## src/rtl/utf8_stream_decoder.sv

```systemverilog
// Streaming UTF-8 to Unicode scalar decoder with WHATWG-style error recovery and an output FIFO.
// Define UTF8_STREAM_DECODER_ERROR_COUNT_EN to add the saturating err_count output.
module utf8_stream_decoder #(
    parameter int FIFO_DEPTH       = 4,
    parameter int REPLACE_ON_ERROR = 1,
    parameter int COUNT_WIDTH      = 16
) (
    input  logic                   clock,
    input  logic                   reset,
    input  logic                   in_valid,
    output logic                   in_ready,
    input  logic [7:0]             in_data,
    input  logic                   in_last,
    output logic                   out_valid,
    input  logic                   out_ready,
    output logic [20:0]            out_codepoint,
    output logic                   out_error,
    output logic                   out_last
`ifdef UTF8_STREAM_DECODER_ERROR_COUNT_EN
    ,
    output logic [COUNT_WIDTH-1:0] err_count
`endif
);

    localparam int PTR_W = $clog2(FIFO_DEPTH);
    localparam int CNT_W = PTR_W + 1;
    localparam logic [20:0] ERR_CP = (REPLACE_ON_ERROR != 0) ? 21'h00FFFD : 21'h0;

    typedef enum logic {IDLE, COLLECT} state_t;

    state_t      state, state_n;
    logic [1:0]  bytes_needed, bytes_needed_n;
    logic [1:0]  bytes_seen, bytes_seen_n;
    logic [7:0]  lower, lower_n, upper, upper_n;
    logic [20:0] acc, acc_n, new_acc;
    logic        pending_valid, pending_valid_n;
    logic [7:0]  pending_data, pending_data_n;
    logic        pending_last, pending_last_n;

    logic [22:0]      mem [FIFO_DEPTH];
    logic [PTR_W-1:0] wr_ptr, rd_ptr;
    logic [CNT_W-1:0] count;
    logic             fifo_full, pop;

    logic        proc_valid, proc_last;
    logic [7:0]  proc_byte;
    logic        push, push_err, push_last;
    logic [20:0] push_cp;

    assign fifo_full = (count == CNT_W'(FIFO_DEPTH));
    assign in_ready  = reset && !fifo_full && !pending_valid;
    assign out_valid = (count != '0);
    assign pop       = out_valid && out_ready;

    assign out_codepoint = out_valid ? mem[rd_ptr][22:2] : 21'h0;
    assign out_error     = out_valid ? mem[rd_ptr][1]    : 1'b0;
    assign out_last      = out_valid ? mem[rd_ptr][0]    : 1'b0;

    // A pending byte takes priority over the input port and only waits for FIFO space.
    assign proc_valid = pending_valid ? !fifo_full : (in_valid && in_ready);
    assign proc_byte  = pending_valid ? pending_data : in_data;
    assign proc_last  = pending_valid ? pending_last : in_last;

    always_comb begin
        state_n         = state;
        bytes_needed_n  = bytes_needed;
        bytes_seen_n    = bytes_seen;
        lower_n         = lower;
        upper_n         = upper;
        acc_n           = acc;
        pending_valid_n = pending_valid;
        pending_data_n  = pending_data;
        pending_last_n  = pending_last;
        push            = 1'b0;
        push_cp         = 21'h0;
        push_err        = 1'b0;
        push_last       = 1'b0;
        new_acc         = {acc[14:0], proc_byte[5:0]};

        if (proc_valid) begin
            if (pending_valid)
                pending_valid_n = 1'b0;
            if (state == IDLE) begin
                lower_n      = 8'h80;
                upper_n      = 8'hBF;
                bytes_seen_n = 2'd0;
                if (proc_byte <= 8'h7F) begin
                    push      = 1'b1;
                    push_cp   = {13'h0, proc_byte};
                    push_last = proc_last;
                end else if (proc_byte >= 8'hC2 && proc_byte <= 8'hF4) begin
                    state_n = COLLECT;
                    if (proc_byte <= 8'hDF) begin
                        bytes_needed_n = 2'd1;
                        acc_n          = {16'h0, proc_byte[4:0]};
                    end else if (proc_byte <= 8'hEF) begin
                        bytes_needed_n = 2'd2;
                        acc_n          = {17'h0, proc_byte[3:0]};
                        if (proc_byte == 8'hE0) lower_n = 8'hA0;
                        if (proc_byte == 8'hED) upper_n = 8'h9F;
                    end else begin
                        bytes_needed_n = 2'd3;
                        acc_n          = {18'h0, proc_byte[2:0]};
                        if (proc_byte == 8'hF0) lower_n = 8'h90;
                        if (proc_byte == 8'hF4) upper_n = 8'h8F;
                    end
                    // A multi-byte lead that ends the stream is a truncated sequence.
                    if (proc_last) begin
                        state_n        = IDLE;
                        bytes_needed_n = 2'd0;
                        acc_n          = 21'h0;
                        lower_n        = 8'h80;
                        upper_n        = 8'hBF;
                        push           = 1'b1;
                        push_cp        = ERR_CP;
                        push_err       = 1'b1;
                        push_last      = 1'b1;
                    end
                end else begin
                    push      = 1'b1;
                    push_cp   = ERR_CP;
                    push_err  = 1'b1;
                    push_last = proc_last;
                end
            end else if (proc_byte >= lower && proc_byte <= upper) begin
                lower_n = 8'h80;
                upper_n = 8'hBF;
                if (bytes_seen + 2'd1 == bytes_needed) begin
                    push           = 1'b1;
                    push_cp        = new_acc;
                    push_last      = proc_last;
                    state_n        = IDLE;
                    bytes_needed_n = 2'd0;
                    bytes_seen_n   = 2'd0;
                    acc_n          = 21'h0;
                end else if (proc_last) begin
                    push           = 1'b1;
                    push_cp        = ERR_CP;
                    push_err       = 1'b1;
                    push_last      = 1'b1;
                    state_n        = IDLE;
                    bytes_needed_n = 2'd0;
                    bytes_seen_n   = 2'd0;
                    acc_n          = 21'h0;
                end else begin
                    bytes_seen_n = bytes_seen + 2'd1;
                    acc_n        = new_acc;
                end
            end else begin
                // The rejected byte is kept and replayed as a lead byte next cycle.
                push            = 1'b1;
                push_cp         = ERR_CP;
                push_err        = 1'b1;
                state_n         = IDLE;
                bytes_needed_n  = 2'd0;
                bytes_seen_n    = 2'd0;
                acc_n           = 21'h0;
                lower_n         = 8'h80;
                upper_n         = 8'hBF;
                pending_valid_n = 1'b1;
                pending_data_n  = proc_byte;
                pending_last_n  = proc_last;
            end
        end
    end

    always_ff @(posedge clock) begin
        if (!reset) begin
            state         <= IDLE;
            bytes_needed  <= 2'd0;
            bytes_seen    <= 2'd0;
            lower         <= 8'h80;
            upper         <= 8'hBF;
            acc           <= 21'h0;
            pending_valid <= 1'b0;
            pending_data  <= 8'h0;
            pending_last  <= 1'b0;
        end else begin
            state         <= state_n;
            bytes_needed  <= bytes_needed_n;
            bytes_seen    <= bytes_seen_n;
            lower         <= lower_n;
            upper         <= upper_n;
            acc           <= acc_n;
            pending_valid <= pending_valid_n;
            pending_data  <= pending_data_n;
            pending_last  <= pending_last_n;
        end
    end

    always_ff @(posedge clock) begin
        if (!reset) begin
            wr_ptr <= '0;
            rd_ptr <= '0;
            count  <= '0;
        end else begin
            if (push)
                wr_ptr <= wr_ptr + PTR_W'(1);
            if (pop)
                rd_ptr <= rd_ptr + PTR_W'(1);
            count <= count + CNT_W'(push) - CNT_W'(pop);
        end
    end

    always_ff @(posedge clock) begin
        if (push)
            mem[wr_ptr] <= {push_cp, push_err, push_last};
    end

`ifdef UTF8_STREAM_DECODER_ERROR_COUNT_EN
    always_ff @(posedge clock) begin
        if (!reset)
            err_count <= '0;
        else if (push && push_err && err_count != '1)
            err_count <= err_count + COUNT_WIDTH'(1);
    end
`endif

endmodule

```

## config.mk

```make
export PLATFORM = sky130hd
export DESIGN_NAME = utf8_stream_decoder
export DESIGN_NICKNAME = d
export VERILOG_FILES = /design/src/rtl/utf8_stream_decoder.sv
export SDC_FILE = /design/constraint.sdc
export NUM_CORES = 1
export LEC_CHECK = 0
export CELL_PAD_IN_SITES_DETAIL_PLACEMENT = 1
export CELL_PAD_IN_SITES_GLOBAL_PLACEMENT = 1
export CORE_ASPECT_RATIO = 1.25
export CORE_MARGIN = 4
export CORE_UTILIZATION = 35
export DETAILED_ROUTE_END_ITERATION = 10
export PLACE_DENSITY_LB_ADDON = 0.1
export SLEW_MARGIN = 30
export SYNTH_ARGS = -nofsm -noshare
export SYNTH_HDL_FRONTEND = slang
export SYNTH_SLANG_ARGS = --single-unit
```

## constraint.sdc

```tcl
create_clock -name clock -period 5.8 [get_ports clock]
set_clock_uncertainty 0.1 [all_clocks]
set_input_delay 1.16 -clock clock [delete_from_list [all_inputs] [get_ports clock]]
set_output_delay 1.16 -clock clock [all_outputs]
set_load 0.02 [all_outputs]
```

== Yosys cells after proc, flatten, opt, wreduce, memory -nomap -nowiden ==
Memory sizes are Yosys's and may differ from the RTL's. A register that Yosys moved wholly into a read port is not among the register bits.
Index checks and enable logic that the tools add are counted.

* Register bits: 53
* Memory bits (read-only): 0
* Memory bits (writable): 92
* Memories kept: 1
* Latch bits: 0

* Shift operators: 0
* $add $sub $neg: 5
* Reductions and logical operators: 13
* Multiply operators: 0
* Divide/modulo/power cells: 0
* Equality and inequality tests: 8
* Bitwise operators: 1
* Magnitude comparators: 7
* Mux-type cells: 81

{| class="wikitable"
|+ Memory list
! name !! words !! bits a word !! rd ports !! clocked after Yosys merged registers in !! wr ports !! line !! source
|-
| mem || 4 || 23 || 1 || 1 || 1 || 40 || <nowiki>logic [22:0] mem [FIFO_DEPTH];</nowiki>
|}

{| class="wikitable"
|+ Operator list
! cell !! number
|-
| 21-bit two-way mux || 7
|-
| 8-bit two-way mux || 13
|-
| 15-bit two-way mux || 6
|-
| 1-bit two-way mux || 33
|-
| 8-bit == test (second input constant) || 4
|-
| 2-bit two-way mux || 14
|-
| 8-bit less-or-equal comparator (second input constant) || 3
|-
| 6-bit two-way mux || 3
|-
| 16-bit two-way mux || 1
|-
| 5-bit two-way mux || 3
|-
| 8-bit >= comparator || 1
|-
| 8-bit >= comparator (second input constant) || 1
|-
| 8-bit by 7-bit less-or-equal comparator with 1-bit output (second input constant) || 1
|-
| 8-bit less-or-equal comparator || 1
|-
| 2-bit by 1-bit adder with 2-bit output (second input constant) || 3
|-
| 1-bit logical AND || 6
|-
| 3-bit AND reduction || 2
|-
| 4-bit two-way mux || 1
|-
| 4-bit by 3-bit inequality test with 1-bit output (second input constant) || 1
|-
| 4-bit AND reduction || 1
|-
| 3-bit by 1-bit adder with 3-bit output || 1
|-
| 3-bit == test (second input constant) || 1
|-
| 3-bit nonzero test || 1
|-
| 3-bit by 1-bit subtractor with 3-bit output || 1
|-
| other kinds (5) || 6
|}

== Logic depth before layout (Yosys ltp) ==
Gate-level depths: netlist (run 1).

* Word-level depth: 9
* Gate-level depth with buffers: 17

== Worst setup path before layout (run 1) ==
Ideal clock, no wire load.

* Path kind: input -> register
* From: input port in_data[5]
* To: register count[2]
* Setup slack: 1.657 ns
* Library setup time: 0.128 ns
* Data arrival time: 3.915 ns
* Data required time: 5.572 ns
* Cell stages on the path: 14
* Cell sequence: mux2_2 > ha_1 > nor2b_1 > a311oi_2 > nor4b_4 > nor2_2 > inv_2 > ha_1 > inv_1 > ha_1 > fa_1 > xnor2_1 > xnor2_1 > nor2_1

* Cells in the longest elaborated chain, start to end: 9
* Elaborated cells between the ends (all ways): 15

{| class="wikitable"
|+ RTL lines
! element !! line !! source
|-
| start, declared || 12 || <nowiki>input logic [7:0] in_data,</nowiki>
|-
| 8-bit two-way mux * || 61 || <nowiki>assign proc_byte = pending_valid ? pending_data : in_data;</nowiki>
|-
| 8-bit >= comparator or 8-bit less-or-equal comparator (tied branches) || 91 || <nowiki>end else if (proc_byte >= 8'hC2 && proc_byte <= 8'hF4) begin</nowiki>
|-
| 1-bit logical AND || 91 ||
|-
| 1-bit two-way mux || 91 ||
|-
| 1-bit two-way mux || 87 || <nowiki>if (proc_byte <= 8'h7F) begin</nowiki>
|-
| 1-bit two-way mux * || 83 || <nowiki>if (state == IDLE) begin</nowiki>
|-
| 1-bit two-way mux * || 80 || <nowiki>if (proc_valid) begin</nowiki>
|-
| 3-bit by 1-bit adder with 3-bit output * || 201 || <nowiki>count <= count + CNT_W'(push) - CNT_W'(pop);</nowiki>
|-
| 3-bit by 1-bit subtractor with 3-bit output * || 201 ||
|-
| end signal, assigned || 201 ||
|-
| end, declared || 42 || <nowiki>logic [CNT_W-1:0] count;</nowiki>
|}

Mark *: on every way between the ends. The rest lies on a longest branch, timed or not.
A chain may end at the register's enable or synchronous reset.

== Worst setup path after layout (run 1) ==
* From: input port in_data[4]
* To: register count[2]

* Cells in the longest elaborated chain, start to end: 9
* Elaborated cells between the ends (all ways): 15

{| class="wikitable"
|+ RTL lines
! element !! line !! source
|-
| 8-bit two-way mux * || 61 ||
|-
| named net proc_byte[4] || 46 || <nowiki>logic [7:0] proc_byte;</nowiki>
|-
| 8-bit >= comparator or 8-bit less-or-equal comparator (tied branches) || 91 ||
|-
| 1-bit logical AND || 91 ||
|-
| 1-bit two-way mux || 91 ||
|-
| 1-bit two-way mux || 87 ||
|-
| 1-bit two-way mux * || 83 ||
|-
| 1-bit two-way mux * || 80 ||
|-
| 3-bit by 1-bit adder with 3-bit output * || 201 ||
|-
| 3-bit by 1-bit subtractor with 3-bit output * || 201 ||
|}

The timed path passes the listed nets; every way through them passes the cells marked *.

==> reports/qor.yml, run 1 <==
global_routing:
  grt_pass1_vias: 4095
  grt_overflow: 0
  antenna_found_initial: 0
  grt_pass1_wl_um: 22800
  grt_use_total_pct: 15.4
  grt_max_degree: 26
clocking:
  postCtsHoldBufs: 0
  cts_resized: 0
  cts_setup_buffers: 0
  clockBufferDepth: 2
  root_buffer: "clkbuf_16"
  clock_latency_ps: 420
  cts_tree: "yes"
  numClockSinks: 135
  cts.clk_slew.worst_paths_ps: 60
  htree_levels: 4
  cts_buffers: 17
place:
  dp_hpwl_um: 9470
  port_buffers: 37
  gp_congestion: 0.845
  dpl_cell_area_um2: 6590
timing:
  fmax_mhz: 219
  final-setup-viol-count: 0
  hold_viol_final: 0
  post-route-period-util_pct: 78.6
  fin_crit_ps: 4560
  hold_ws_ps: 381
  slew_violations: 0
  worstMarginPinSlew_ps: 762
  fin_tns_setup_ps: 0
  rsz0062_at_grt: "no"
  maxSlewHeadroom_pct: 49.2
final_layout:
  final_util_pct: 43.0
  fin_nets: 505
  area_growth_pct: 21.1
  drive_above_1_share_pct: 17.8
  design_area_um2: 7210
  antenna_cells: 0
pwr:
  ir_worst_vdd_v: 0.000125
  power_density_nw_per_um2: 418
  leakage_nw: 2.45
critical_path:
  crit_arrival_ps: 4760
  worstSetupStartpointType: "input pin"
  end_kind: "register"
  criticalPathCategory: "in2reg"
  crit_path_max_fanout: 9
  cp_data_required_time_ps: 6000
synth:
  yosys.area.top_type: "edfxtp_1"
  syn_area_per_cell_um2: 13.7
  yosys_warnings: 0
  synthArstFlopShare_pct: 0
  synth_edf_count: 92
  ys_seq_area_share_pct: 60.9
  netlist_top_cells_area: "edfxtp_1 46%, dfxtp_1 14%, mux4_2 8.7%, and2_1 3.8%, ha_1 2.1%"
  synth_ff_type: "edfxtp_1"
  yosysUniqueCellTypes: 64
  synth_fp_nets: 460
  synthCells: 436
  synthesis.area_um2: 5950
  ys_ff_latch: 135
  synth_top_cell_area_share_pct: 46.4
floorplanning:
  dieArea_um2: 19200
  initial_core_util_pct: 35.5
  core-area_um2: 16800
  ios: 38
  rows: 53
  die_w_um: 125
  dieHeight_um: 154
route:
  antenna_left: 0
  drc: 0
  wl_per_cell_um: 19.6
  routed_wl_um: 14000
  drtIter0Drc: 239
  drt_first_pass_iters: 4
  vias: 3664
  vias_per_cell: 5.13
worst_hold_path:
  hp-class: "reg2reg"
flow_run:
  cap_violations: 0
status:
  status: "completed"
## state kept, by name (all words and copies together) (netlist names), named ones only
| name | cells |
|---|---|
| mem | 92 |
| acc | 15 |
| pending_data | 8 |
| count | 3 |
| bytes_needed | 2 |
| bytes_seen | 2 |
| lower | 2 |
| rd_ptr | 2 |
| upper | 2 |
| wr_ptr | 2 |
| pending_last | 1 |
| pending_valid | 1 |
| state | 1 |
## critical path, stage by stage
cell	delay [ps]
clkdlybuf4s50_1	450
mux2i_4	330
inv_1	120
ha_1	290
o2111a_1	120
o21ai_1	480
nor4b_4	150
nor2_2	240
inv_2	130
ha_1	290
inv_1	40
ha_1	180
fa_1	380
xnor2_1	190
xnor2_1	150
nor2_1	50
## power by group
group	switching, mW	internal [mW]
logic	0.402	0.362
registers	0.0258	1.09
clock network	0.445	0.688
## logic make-up after synthesis
group           synth area share (%)
compound gates                  9.52
mux                             11.0
flops                           60.9
xor+xnor                       0.736
buf+inv                         3.01
fa+ha+maj                       2.44
simple gates                    12.4
## Yosys cell counts (all sizes together), types with 2 or more instances
cell type	n
nand4b	2
nor3	9
a21oi	17
mux2i	7
o211ai	3
a211oi	9
or3	2
nand3b	4
o2bb2ai	2
o31ai	3
nand2	23
clkbuf	9
and2	36
buf	14
nor4b	2
o311ai	2
and3	2
nor4	2
xnor2	4
and4	2
mux2	5
a22o	10
ha	10
a31oi	4
nor2b	3
nand2b	3
inv	18
or2	2
nand3	8
o21ai	12
a32o	4
edfxtp	92
nor2	29
dfxtp	43
mux4	23
## cell usage in the layout, fill, tap and decap left out, types with 3 or more instances in the layout
cell,instances
nand3b_1,4
mux2_2,5
mux4_2,23
a211oi_1,9
clkbuf_16,17
inv_6,5
buf_4,12
clkinvlp_4,3
xnor2_1,4
a21oi_1,17
o211ai_1,3
a22o_1,10
and2_1,36
nand2_1,23
dfxtp_1,43
nand3_1,8
clkdlybuf4s50_1,37
edfxtp_1,92
ha_1,10
inv_1,16
a32o_1,4
mux2i_1,5
bufinv_16,3
o21ai_1,9
nor2_1,27
o21ai_0,3
nor2b_1,3
nor3_1,9
nand2b_1,3
a31oi_1,4
## through the flow
stage               total power, mW  std cells  setup slack (ps)
finish                         3.02        714              1240
global route                   3.17        714              1020
CTS                            3.07        714              1260
detailed placement             1.93        682               814
global placement               1.91        682               936
floorplan                      1.63        436              1660
## final cells by class
type / instances / area [µm²]
Fill cell: 1730 / 9570
Clock buffer: 17 / 425
Sequential cell: 135 / 3620
Inverter: 18 / 67.6
Multi-Input combinational cell: 260 / 2170
Timing Repair Buffer: 49 / 460
Clock inverter: 15 / 193
Tap cell: 220 / 275
## worst paths after layout
check	start	endpoint	slack, ps	cells past startpoint
worst max-delay path	in_data[4]	count[2]	1240	16
worst min-delay path	acc[14]	acc[14]	380	1
worst min register to register	acc[14]	acc[14]	380	1
worst max register to register	pending_valid	count[2]	1450	15
## metal layers
layer	vias to the layer above	track usage, %	part of all wire, %
met2	45	27.9	54
met4	0	5.17	1.4
met1	1855	18.0	43
li1	1750	-	-
met3	14	3.34	2.3
met5	-	0	0
Note: power is estimated with default switching activity, not from simulation.
==> run 2, diff against run 1 <==
==> constraint.sdc (replaced) <==
create_clock -name clock -period 4.78 [get_ports clock]
set_clock_uncertainty 0.1 [all_clocks]
set_input_delay 0.956 -clock clock [delete_from_list [all_inputs] [get_ports clock]]
set_output_delay 0.956 -clock clock [all_outputs]
set_load 0.02 [all_outputs]
==> run 2 against run 1 <==
  * Setup slack got worse by 530 ps
  * Design area up 0.47%
  * Hold slack lost 6.0 ps
  * Critical path type unchanged
  * Critical endpoint unchanged
==> reports/qor.yml, run 2 (synthesis results as in run 1) <==
timing:
  slew_violations: 0  # unchanged
  fin_tns_setup_ps: 0  # unchanged
  fmax_mhz: 246
  rsz0062_at_grt: "no"
  hold_viol_final: 0  # unchanged
  post-route-period-util_pct: 85.0
  maxSlewHeadroom_pct: 46.6  # -2.6 points
  setup_ws_ps: 717  # -526 ps
  fin_crit_ps: 4060
  worstMarginPinSlew_ps: 801  # +39.1 ps
  final-setup-viol-count: 0  # unchanged
global_routing:
  grt_use_total_pct: 14.9  # -0.45 points
  antenna_found_initial: 0  # unchanged
  grt_overflow: 0  # unchanged
  grt_pass1_wl_um: 22100  # -2.9%
  grt_max_degree: 26  # unchanged
  grt_pass1_vias: 4000  # -2.3%
critical_path:
  crit_arrival_ps: 4250  # -510 ps
  worstSetupStartpointType: "input pin"
  crit_path_max_fanout: 7  # -2
  end_kind: "register"
  startpoint: "in_data[5]"
  r2r-start: "pending_valid"
  criticalPathCategory: "in2reg"
  cp_data_required_time_ps: 4970  # -1030 ps
final_layout:
  mostFrequentLayoutCells: "92 x edfxtp_1, 43 x dfxtp_1, 37 x clkdlybuf4s50_1"
  largest_register_ff_count: 92  # unchanged
  final_common_cell: "edfxtp_1"
  drive_above_1_share_pct: 18.2  # +0.39 points
  area_growth_pct: 21.7
  top_register: "mem"
  reg_top3: "mem: 92 flops, acc: 15 flops, pending_data: 8 flops"
  antenna_cells: 0  # unchanged
  fin_nets: 511  # +1.2%
  final_cells: 720  # +0.84%
floorplanning:
  dieHeight_um: 154  # unchanged
  core-area_um2: 16800  # unchanged
  initial_core_util_pct: 35.5  # unchanged
  die_w_um: 125  # unchanged
  rows: 53  # unchanged
  ios: 38  # unchanged
  dieArea_um2: 19200  # unchanged
clocking:
  postCtsHoldBufs: 0  # unchanged
  cts_buffers: 17  # unchanged
  cts_resized: 0  # unchanged
  cts.clk_slew.worst_paths_ps: 60  # about the same
  clock_latency_ps: 410  # about the same
  numClockSinks: 135  # unchanged
  cts_tree: "yes"
  root_buffer: "clkbuf_16"
  htree_levels: 4  # unchanged
  cts_setup_buffers: 0  # unchanged
  clockBufferDepth: 2  # unchanged
pwr:
  power_density_nw_per_um2: 503  # +20%
  leakage_nw: 2.48  # +1.3%
  ir_worst_vdd_v: 0.000183  # +46%
  finalPower_mw: 3.64  # +21%
place:
  gp_congestion: 0.855  # +1.2%
  dp.cells: 688  # +0.88%
  place_ws_ps: 252  # -562 ps
  dp_hpwl_um: 9360  # -1.1%
  port_buffers: 37  # unchanged
worst_hold_path:
  holdCritStartpoint: "bytes_needed[0]"
  hp-class: "reg2reg"
route:
  drtIter0Drc: 140  # -41%
  wl_per_cell_um: 19.0  # -3.3%
  drc: 0  # unchanged
  drt_first_pass_iters: 4  # unchanged
  routed_wl_um: 13700  # -2.5%
  vias: 3677  # +0.35%
  vias_per_cell: 5.11  # -0.48%
  antenna_left: 0  # unchanged
status:
  status: "completed"
flow_run:
  cap_violations: 0  # unchanged
-- run 2: worst max-delay path, stage by stage --
cell             delay, ps
clkdlybuf4s50_1        460
mux2_2                 340
ha_1                   320
nor2b_1                150
a311oi_2               350
nor4b_4                130
nor2_2                 240
inv_2                   60
ha_1                   270
inv_1                   40
ha_1                   180
fa_1                   380
xnor2_1                190
xnor2_1                140
nor2_1                  50
-- run 2: layout make-up --
type,instances,area (µm²)
clock inverters,14,188
inverters,18,67.6
clock buffers,18,429
multi-input cells,260,2160
fillers,1741,9530
repair buffers,55,505
well taps,220,275
flip-flops and latches,135,3620
-- run 2: final timing paths --
| path | endpoint | slack (ps) | cells past startpoint |
|---|---|---|---|
| max | count[2] | 720 | 15 |
| min | bytes_needed[0] | 370 | 2 |
| max reg2reg | count[2] | 890 | 14 |
| min reg2reg | bytes_needed[0] | 370 | 2 |
-- run 2: metal layers --
metal / GRT usage [%] / vias to the layer above / share of wire, %
met5: 0 / - / 0
met4: 4.44 / 0 / 0.91
met3: 3.20 / 8 / 2.3
met2: 27.4 / 41 / 54
met1: 17.5 / 1866 / 43
li1: - / 1762 / -
-- run 2: stage by stage --
step	util [%]	cell area, µm²	hold slack (ps)
5_1_grt	43.2	7250	405
2_1_floorplan	-	5950	340
4_1_cts	43.2	7250	379
6_report	43.2	7250	375
3_3_place_gp	39.5	6630	362
3_5_place_dp	39.5	6630	362
-- run 2: report_power, final --
part | switching, mW | internal, mW
combinational | 0.487 | 0.443
clock | 0.517 | 0.837
sequential | 0.0319 | 1.33
==> run 3, diff against run 2 <==
==> constraint.sdc (replaced) <==
create_clock -name clock -period 3.51 [get_ports clock]
set_clock_uncertainty 0.1 [all_clocks]
set_input_delay 0.702 -clock clock [delete_from_list [all_inputs] [get_ports clock]]
set_output_delay 0.702 -clock clock [all_outputs]
set_load 0.02 [all_outputs]
==> run 3 against run 2 <==
  * Total power grew 35%
  * Die area is the same
  * Hold slack is essentially flat
  * Flip-flop and latch count is the same
  * Register-to-register slack lost 650 ps
  * Critical endpoint unchanged
  * Highest routed layer unchanged
==> reports/qor.yml, run 3 (synthesis results as in run 1) <==
final_layout:
  reg_top3: "mem: 92 flops, acc: 15 flops, pending_data: 8 flops"
  fin_nets: 544  # +6.5%
  drive_above_1_share_pct: 24.4  # +6.2 points
  area_growth_pct: 27.5
  top_register: "mem"
  antenna_cells: 0  # unchanged
  multi_input_area_um2: 2240  # +4.0%
  final_common_cell: "edfxtp_1"
  register_area_um2: 3620  # about the same
  nFillCells: 1713  # -1.6%
  mostFrequentLayoutCells: "92 x edfxtp_1, 46 x buf_4, 42 x dfxtp_1"
  design_area_um2: 7590  # +4.7%
  largest_register_ff_count: 92  # unchanged
floorplanning:
  dieHeight_um: 154  # unchanged
  die_w_um: 125  # unchanged
  initial_core_util_pct: 35.5  # unchanged
  rows: 53  # unchanged
  ios: 38  # unchanged
  dieArea_um2: 19200  # unchanged
  core-area_um2: 16800  # unchanged
route:
  antenna_left: 0  # unchanged
  routed_wl_um: 14300  # +4.6%
  vias: 3855  # +4.8%
  vias_per_cell: 5.12  # +0.25%
  drtIter0Drc: 161  # +15%
  wl_per_cell_um: 19.0  # about the same
  drt_first_pass_iters: 4  # unchanged
  drc: 0  # unchanged
place:
  dp_hpwl_um: 10100  # +7.7%
  port_buffers: 37  # unchanged
  dpl_cell_area_um2: 7000  # +5.6%
  gp_congestion: 0.885  # +3.4%
pwr:
  leakage_nw: 2.66  # +7.1%
  power.switching_mw: 1.40  # +35%
  p_int_mw: 3.53  # +35%
  pwr-share-seq_pct: 37.7  # +0.4 points
  ir_worst_vdd_v: 0.000213  # +16%
  power_density_nw_per_um2: 650  # +29%
  clkPwrFrac_pct: 34.3  # -2.8 points
  swShare_pct: 28.4  # -0.047 points
  p_comb_share_pct: 28.0  # +2.5 points
clocking:
  clockBufferDepth: 2  # unchanged
  cts_buffers: 17  # unchanged
  cts_tree: "yes"
  clock_latency_ps: 420  # about the same
  cts.clk_slew.worst_paths_ps: 60  # about the same
  numClockSinks: 135  # unchanged
  postCtsHoldBufs: 0  # unchanged
  root_buffer: "clkbuf_16"
  htree_levels: 4  # unchanged
worst_hold_path:
  hp-class: "reg2reg"
timing:
  slew_violations: 0  # unchanged
  fin_crit_ps: 3430
  post-route-period-util_pct: 97.7
  final-setup-viol-count: 0  # unchanged
  fmax_mhz: 292
  fin_tns_setup_ps: 0  # unchanged
  worstMarginPinSlew_ps: 544  # -257 ps
  hold_viol_final: 0  # unchanged
  maxSlewHeadroom_pct: 62.7  # +16 points
  rsz0062_at_grt: "no"
global_routing:
  grt_max_degree: 26  # unchanged
  grt_pass1_wl_um: 23700  # +7.0%
  antenna_found_initial: 0  # unchanged
  grt_overflow: 0  # unchanged
  grt_use_total_pct: 16.0  # +1.1 points
  grt_pass1_vias: 4218  # +5.5%
status:
  status: "completed"
critical_path:
  crit_arrival_ps: 3630  # -620 ps
  crit_path_max_fanout: 4  # -3
  criticalPathCategory: "in2reg"
  worstSetupStartpointType: "input pin"
  cp_data_required_time_ps: 3710  # -1260 ps
  end_kind: "register"
  r2r_slack_ps: 240  # -650 ps
flow_run:
  cap_violations: 0  # unchanged
run 3: cell count changes in the layout (fill, tap and decap cells not counted), sizes merged:
cell	before	now
clkinvlp	3	1
clkinv	1	10
bufinv	3	2
inv	25	19
buf	18	51
run 3: worst paths after layout:
kind | cells after the start | startpoint | endpoint
min reg2reg | 1 | acc[13] | acc[13]
min | 1 | acc[13] | acc[13]
max reg2reg | 14 | pending_valid | count[2]
max | 15 | in_data[5] | count[2]
run 3: through the flow:
stage                     utilization, %  setup slack, ps  total power, mW  hold slack [ps]  std cells
after detailed placement            41.7             -394             3.31              360        719
after CTS                           45.1             69.0             5.01              379        751
after global placement              41.7             -297             3.28              355        719
final                               45.2             81.4             4.93              374        753
after floorplan                        -            -15.5             2.72              340        436
after global routing                45.2             12.6             5.19              386        753
run 3: power groups by stage:
stage | sequential (mW) | clock (mW) | combinational, mW
floorplan | 1.87 | 0 | 0.847
CTS | 1.86 | 1.73 | 1.42
finish | 1.86 | 1.69 | 1.38
global placement | 1.89 | 0 | 1.40
detailed placement | 1.89 | 0 | 1.42
global route | 1.87 | 1.81 | 1.51
run 3: final cells by class:
class | count | share of cell area (%)
clock buffer | 18 | 5.66
sequential | 135 | 47.8
tap | 220 | 3.63
clock inverter | 14 | 1.75
timing repair buffer | 88 | 10.8
multi-input combinational | 260 | 29.6
inverter | 18 | 0.890
run 3: timing repair:
| action | 4_1_cts | 5_1_grt |
|---|---|---|
| buffers inserted | 0 | 2 |
| endpoints found under the setup margin | 0 | 1 |
| gates resized for setup | 0 | 1 |
run 3: per-layer routing:
metal  vias to the layer above  wire length (µm)  global-route usage, %
met5                         -                 0                      0
met4                         0               421                   7.26
met3                        29               384                   3.23
met2                        70              7460                   27.6
met1                      1931              6050                   19.3
li1                       1825                 -                      -
run 3: worst max-delay path: stages:
cell	delay [ps]
clkdlybuf4s50_1	420
mux2_4	320
ha_4	240
nor2b_4	130
a311oi_4	320
nor4b_4	80
nor2_2	190
inv_2	80
ha_4	260
inv_2	30
ha_4	140
fa_2	340
xnor2_2	140
xnor2_1	150
nor2_1	60
